==> src/rtl/handshake_pkg.sv <==
// Shared definitions for both ends of a handshake link: word layout,
// toggle-bit position and the payload width helper.
package handshake_pkg;

  localparam int unsigned HS_WIDTH   = 32;
  localparam int unsigned HS_TOG_BIT = HS_WIDTH - 1;

  // Request word as driven by the initiator on port1.
  typedef struct packed {
    logic                tog;
    logic [HS_WIDTH-2:0] payload;
  } hs_req_t;

  // Ack word as driven by the responder on port2.
  typedef struct packed {
    logic                tog;
    logic [HS_WIDTH-2:0] count;
  } hs_ack_t;

  // Payload (and ack counter) width for a link of the given word width.
  function automatic int unsigned hs_payload_w(int unsigned width);
    return width - 1;
  endfunction

endpackage

==> src/rtl/handshake_if.sv <==
// Two-signal handshake link. dir1 is the initiator side (drives the request
// word), dir2 is the responder side (drives the ack word).
interface handshake #(
  parameter int unsigned WIDTH = 32
);
  logic [WIDTH-1:0] port1;
  logic [WIDTH-1:0] port2;

  modport dir1 (output port1, input  port2);
  modport dir2 (input  port1, output port2);
endinterface

==> src/rtl/handshake_fifo.sv <==
// Small synchronous FIFO. Pointers wrap naturally over a power-of-two
// depth; the level counter is one bit wider so full and empty differ.
module handshake_fifo #(
  parameter int unsigned W     = 31,
  parameter int unsigned DEPTH = 4
) (
  input  logic                     clk,
  input  logic                     rst,
  input  logic                     push,
  input  logic [W-1:0]             push_data,
  input  logic                     pop,
  output logic [W-1:0]             head,
  output logic [$clog2(DEPTH):0]   level
);

  localparam int unsigned AW = $clog2(DEPTH);
  localparam int unsigned LW = AW + 1;

  logic [W-1:0]  mem [DEPTH];
  logic [AW-1:0] wp, rp;
  logic          do_push, do_pop;

  // Overflow/underflow are blocked here as well, so the FIFO stays
  // consistent even if a caller ignores level.
  assign do_push = push && (level != LW'(DEPTH));
  assign do_pop  = pop  && (level != '0);
  assign head    = mem[rp];

  // Pointer and occupancy bookkeeping.
  always_ff @(posedge clk) begin
    if (!rst) begin
      wp    <= '0;
      rp    <= '0;
      level <= '0;
    end else begin
      if (do_push) wp <= wp + 1'b1;
      if (do_pop)  rp <= rp + 1'b1;
      case ({do_push, do_pop})
        2'b10:   level <= level + 1'b1;
        2'b01:   level <= level - 1'b1;
        default: level <= level;
      endcase
    end
  end

  // Storage is not reset; reset only moves the pointers.
  always_ff @(posedge clk) begin
    if (do_push) mem[wp] <= push_data;
  end

endmodule

==> src/rtl/handshake_responder.sv <==
// Drain end of a handshake link. A request is pending while the incoming
// toggle differs from the last accepted toggle; it is accepted whenever the
// FIFO has room, acked by echoing the toggle, and counted.
module handshake_responder
  import handshake_pkg::*;
#(
  parameter int unsigned WIDTH = 32,
  parameter int unsigned DEPTH = 4
) (
  input  logic                     clk,
  input  logic                     rst,
  handshake.dir2                   inf,
  output logic                     out_valid,
  input  logic                     out_ready,
  output logic [WIDTH-2:0]         out_data,
  output logic [$clog2(DEPTH):0]   level
);

  localparam int unsigned PW  = hs_payload_w(WIDTH);
  localparam int unsigned TB  = WIDTH - 1;
  localparam int unsigned LW  = $clog2(DEPTH) + 1;

  logic          req_seen;
  logic          ack_tog;
  logic [PW-1:0] ack_cnt;
  logic          req_tog;
  logic          full;
  logic          accept;
  logic          pop;

  assign req_tog = inf.port1[TB];
  // Full is judged on the registered level: a same-cycle pop never frees
  // room for a same-cycle push.
  assign full    = (level == LW'(DEPTH));
  assign accept  = (req_tog != req_seen) && !full;
  assign pop     = out_valid && out_ready;

  assign out_valid = (level != '0);
  assign inf.port2 = {ack_tog, ack_cnt};

  // Accept register: remember the toggle, echo it as ack, count the word.
  always_ff @(posedge clk) begin
    if (!rst) begin
      req_seen <= 1'b0;
      ack_tog  <= 1'b0;
      ack_cnt  <= '0;
    end else if (accept) begin
      req_seen <= req_tog;
      ack_tog  <= req_tog;
      ack_cnt  <= ack_cnt + 1'b1;
    end
  end

  handshake_fifo #(
    .W     (PW),
    .DEPTH (DEPTH)
  ) u_fifo (
    .clk       (clk),
    .rst       (rst),
    .push      (accept),
    .push_data (inf.port1[PW-1:0]),
    .pop       (pop),
    .head      (out_data),
    .level     (level)
  );

endmodule

==> src/flat_wrapper.sv <==
// flat-port wrapper written by rule: the top's interface ports become plain ports
module handshake_responder_flat import handshake_pkg::*;
#(
  parameter int unsigned WIDTH = 32,
  parameter int unsigned DEPTH = 4
)
  (clk, rst, out_valid, out_ready, out_data, level, inf_port1, inf_port2);
  handshake #(.WIDTH(WIDTH)) inf_i ();
  input  logic clk;
  input  logic rst;
  output logic out_valid;
  input  logic out_ready;
  output logic [WIDTH-2:0] out_data;
  output logic [$clog2(DEPTH):0] level;
  input wire logic [$bits(inf_i.port1)-1:0] inf_port1;
  output wire logic [$bits(inf_i.port2)-1:0] inf_port2;
  assign inf_i.port1 = inf_port1;
  assign inf_port2 = inf_i.port2;
  handshake_responder #(.WIDTH(WIDTH), .DEPTH(DEPTH)) u_core (.clk(clk), .rst(rst), .inf(inf_i), .out_valid(out_valid), .out_ready(out_ready), .out_data(out_data), .level(level));
endmodule
==> config.mk <==
export PLATFORM = sky130hd
export DESIGN_NAME = handshake_responder_flat
export DESIGN_NICKNAME = d
export VERILOG_FILES = /design/src/rtl/handshake_pkg.sv /design/src/rtl/handshake_if.sv /design/src/rtl/handshake_fifo.sv /design/src/rtl/handshake_responder.sv /design/src/flat_wrapper.sv
export SDC_FILE = /design/constraint.sdc
export NUM_CORES = 1
export LEC_CHECK = 0
export ABC_CLOCK_PERIOD_IN_PS = 2240
export BUFFER_PORTS_ARGS = -buffer_cell sky130_fd_sc_hd__buf_2
export CORE_MARGIN = 2
export CORE_UTILIZATION = 45
export CTS_BUF_LIST = sky130_fd_sc_hd__clkbuf_8
export DETAILED_ROUTE_END_ITERATION = 8
export PLACE_DENSITY = 0.64
export SKIP_LAST_GASP = 1
export SLEW_MARGIN = 20
export SYNTH_ARGS = -nofsm -noshare
export SYNTH_HDL_FRONTEND = slang
export SYNTH_SLANG_ARGS = --single-unit
==> constraint.sdc <==
create_clock -name clk -period 2.24 [get_ports clk]
set_input_delay 0.224 -clock clk [delete_from_list [all_inputs] [get_ports clk]]
set_output_delay 0.224 -clock clk [all_outputs]
set_load 0.01 [all_outputs]
==> results.sh <==
export IMPL_min_period_ns=2.10
export IMPL_ff2ff_path_depth=7
export IMPL_dieArea_mm2=0.0155
export IMPL_holdCritStartpoint="inf_port1[31]"
export IMPL_crit_slowest_cell="dfxtp_1"
export IMPL_critPathTopFamily="adder cells"
export IMPL_drt_met1_wl_mm=5.59
export IMPL_dp_hpwl_mm=7.92
export IMPL_slew_violations=0
export IMPL_maxCapViolCount=0
export IMPL_die_w_um=124
export IMPL_track_usage_pct=17.4
export IMPL_final_cells=744
export IMPL_grt_pass1_vias=4080
export IMPL_worstPathCellList="o31a_1 > ha_1 > inv_1 > fa_1 > xor2_1 > or3_1 > a21oi_1"
export IMPL_r2r_end="u_core.u_fifo.level[2]$_SDFFE_PN0P_"
export IMPL_finalWirelength_mm=12.9
export IMPL_io_pin_count=102
export IMPL_cts_buffer_depth=2
export IMPL_grt_overflow=0
export IMPL_vias=3987
export IMPL_insertion_delay_ns=0.45
export IMPL_num_antenna_cells=0
export IMPL_vias_per_cell=5.36
export IMPL_worstSetupStartpointType="flop"
export IMPL_holdPathStages=3
export IMPL_rows=44
export IMPL_drc_errors=0
export IMPL_p_per_area_mw_per_mm2=1010
export IMPL_worst_pin_slew_ns=0.893
export IMPL_area_delta_synth_final_pct=23.0
export IMPL_cp_slowest_stage_delay_ns=0.50
export IMPL_dr_wl_met2_mm=6.57
export IMPL_h_tree_depth=4
export IMPL_post_drt_wl_per_cell_um=17.4
export IMPL_postSynthAreaPerCell_um2=16.3
export IMPL_max_vdd_ir_drop_v=0.000462
export IMPL_endpoint_kind="flop"
export IMPL_synthCells=401
export IMPL_ys_seq_area_share_pct=69.6
export IMPL_yosysWarningCount=0
export IMPL_syn_nets=443
export IMPL_start_util_pct=45.4
export IMPL_whs_ns=0.0602
export IMPL_dieHeight_um=124
export IMPL_numCtsBuffers=17
export IMPL_antenna_found_initial=0
export IMPL_io_buffers=101
export IMPL_fin_skew_ns=0.0121
export IMPL_synth_seq_cells=165
export IMPL_cts_tree="built"
export IMPL_setup_violations=0
export IMPL_finalCritPeriodShare_pct=93.8
export IMPL_critPathRequiredTime_ns=2.63
export IMPL_cts_sinks=165
export IMPL_cellLeakagePower_nw=2.83
export IMPL_highest_layer="met4"
export IMPL_worstPathArrival_ns=2.49
export IMPL_path_buf_inv=1
export IMPL_num_nets_final=589
export IMPL_cts_root_buf="clkbuf_8"
export IMPL_dp_cells=680
export IMPL_path_clk_slew_ns=0.08
export IMPL_regToRegStartpoint="u_core.u_fifo.level[0]$_SDFFE_PN0P_"
export IMPL_synth_cell_types=36
export IMPL_drt_iter0_drc=234
export IMPL_status="finished, final reports clean"
export IMPL_rsz0062_at_grt="yes"
export IMPL_grt_pass1_wl_mm=20.9
export IMPL_worstSetupPathType="flop to flop"
export IMPL_ant_nets=0
export IMPL_path_max_fanout=7
export IMPL_grt_max_degree=32
export IMPL_hold_path_class="primary input to flop"
export IMPL_route_met3_wl_um=606
export IMPL_post_route_util_pct=55.9
export IMPL_syn_area_mm2=0.00653
export IMPL_core_mm2=0.0144
export IMPL_hold_end="u_core.ack_tog$_SDFFE_PN0P_"
export IMPL_dr_pass1_iters=4
export IMPL_place_gp_congestion=0.758
export IMPL_fmax_mhz=476
export IMPL_hold_viol=0
export IMPL_rrSetupSlack_ns=0.14
export IMPL_slew_headroom_pct=40.4
export IMPL_layout_drive_gt1_share_pct=32.9
[area by class of cell]
cell class | instances | area (um^2)
well taps | 184 | 230
clock buffers | 17 | 234
clock inverters | 15 | 173
multi-input cells | 206 | 1860
fillers | 1186 | 6340
flip-flops and latches | 165 | 4550
inverters | 13 | 48.8
repair buffers | 144 | 931
[worst max path at each step]
stage	from	endpoint	slack (ns)	cells past startpoint
global placement	u_core.u_fifo.level[0]$_SDFFE_PN0P_	u_core.u_fifo.level[2]$_SDFFE_PN0P_	0.18	9
global route	u_core.u_fifo.level[0]$_SDFFE_PN0P_	u_core.u_fifo.level[2]$_SDFFE_PN0P_	-0.04	9
CTS	u_core.u_fifo.level[0]$_SDFFE_PN0P_	u_core.u_fifo.level[2]$_SDFFE_PN0P_	0.05	9
finish	u_core.u_fifo.level[0]$_SDFFE_PN0P_	u_core.u_fifo.level[2]$_SDFFE_PN0P_	0.14	7
floorplan	u_core.u_fifo.level[2]$_SDFFE_PN0P_	u_core.u_fifo.level[2]$_SDFFE_PN0P_	0.02	9
detailed placement	u_core.u_fifo.level[0]$_SDFFE_PN0P_	u_core.u_fifo.level[2]$_SDFFE_PN0P_	0.09	9
[per-layer routing]
metal / GRT usage, % / vias to the layer above
met4: 6.21 / 0
met2: 29.0 / 108
met5: 0 / -
met1: 21.9 / 1994
li1: - / 1870
met3: 4.85 / 15
[synthesized netlist by cell type (all sizes together)]
| cell type | instances | share of area, % |
|---|---|---|
| o31ai | 9 | 1.0 |
| clkbuf | 11 | 0.94 |
| or3 | 8 | 0.82 |
| nor4b | 1 | 0.13 |
| o41ai | 3 | 0.40 |
| nand3 | 10 | 0.77 |
| buf | 6 | 0.44 |
| fa | 1 | 0.31 |
| nor2 | 16 | 0.92 |
| dfxtp | 41 | 13 |
| or3b | 1 | 0.13 |
| or4 | 10 | 1.2 |
| mux4 | 31 | 11 |
| mux2i | 8 | 1.2 |
| nand2b | 8 | 0.77 |
| inv | 13 | 0.75 |
| o21ai | 6 | 0.46 |
| a21oi | 17 | 1.3 |
| o311ai | 3 | 0.40 |
| nor4 | 10 | 1.1 |
| xnor2 | 8 | 1.1 |
| nand4 | 8 | 0.77 |
| and3 | 9 | 0.86 |
| edfxtp | 124 | 57 |
| and4 | 3 | 0.42 |
| ha | 6 | 1.2 |
| xor2 | 6 | 0.81 |
| o31a | 1 | 0.13 |
| nor3b | 1 | 0.19 |
| nand2 | 22 | 1.3 |
[stage by stage]
stage | setup TNS (ns) | power [mW] | setup WS [ns] | cell area (um^2)
6_report | 0 | 8.09 | 0.139 | 8030
2_1_floorplan | 0 | 5.18 | 0.0179 | 6530
3_3_place_gp | 0 | 5.91 | 0.185 | 7290
3_5_place_dp | 0 | 5.96 | 0.0867 | 7290
5_1_grt | -0.0387 | 8.49 | -0.0387 | 8030
4_1_cts | 0 | 8.19 | 0.0536 | 8010
[power breakdown]
part	leakage (nW)	switching (mW)	internal (mW)	total, mW
Clock	0.217	1.00	1.18	2.19
Sequential	1.47	0.170	3.76	3.93
Combinational	1.14	1.02	0.960	1.98
Total	2.83	2.19	5.90	8.09
[logic make-up after synthesis]
kind of cell,Yosys count,synth area share (%)
adders and majority gates,7,1.46
and+or+nand+nor,107,9.26
DFF,165,69.6
AOI/OAI and AO/OA,39,3.74
buffers and inverters,30,2.13
xor gates and xnor gates,14,1.88
muxes,39,11.9
[worst reg2reg max path: stages, from the launching register on]
cell	delay, ns
dfxtp_1	0.50
o31a_1	0.27
ha_1	0.22
inv_1	0.07
fa_1	0.38
xor2_1	0.16
or3_1	0.30
a21oi_1	0.14
[timing repair]
action | 4_1_cts | 5_1_grt
endpoints found under the setup margin | 1 | 2
setup buffers | 0 | 1
cloned | 0 | 0
gates resized for setup | 1 | 2
endpoints found under the hold margin | 124 | 0
pin swaps | 0 | 1
hold buffers | 31 | 0
[sequential cells by signal, summed over array words and instances (netlist names), named ones only]
name	cells
u_core.u_fifo.mem	124
u_core.ack_tog	1
u_core.ack_cnt	31
u_core.u_fifo.rp	2
u_core.u_fifo.level	3
u_core.u_fifo.wp	2
[cells in the final DEF (no fill, tap or decap), drive strengths merged]
cell type,synthesis,routed
buf,6,113
xnor2,8,8
o31a,1,1
and3,9,9
o311ai,3,3
nand4,8,8
or3,8,8
fa,1,1
dfxtp,41,41
edfxtp,124,124
o21ai,6,6
or3b,1,1
nand3,10,10
inv,13,17
o31ai,9,9
mux2i,8,8
bufinv,0,4
nand2b,8,8
clkbuf,11,17
xor2,6,6
clkinv,0,6
or4,10,10
nor4b,1,1
a21oi,17,17
nand2,22,22
nor4,10,10
dlygate4sd3,0,31
mux4,31,31
clkinvlp,0,1
o41ai,3,3
nor3b,1,1
and4,3,3
ha,6,6
nor2,16,16
Power figures use the tool's default switching activity.
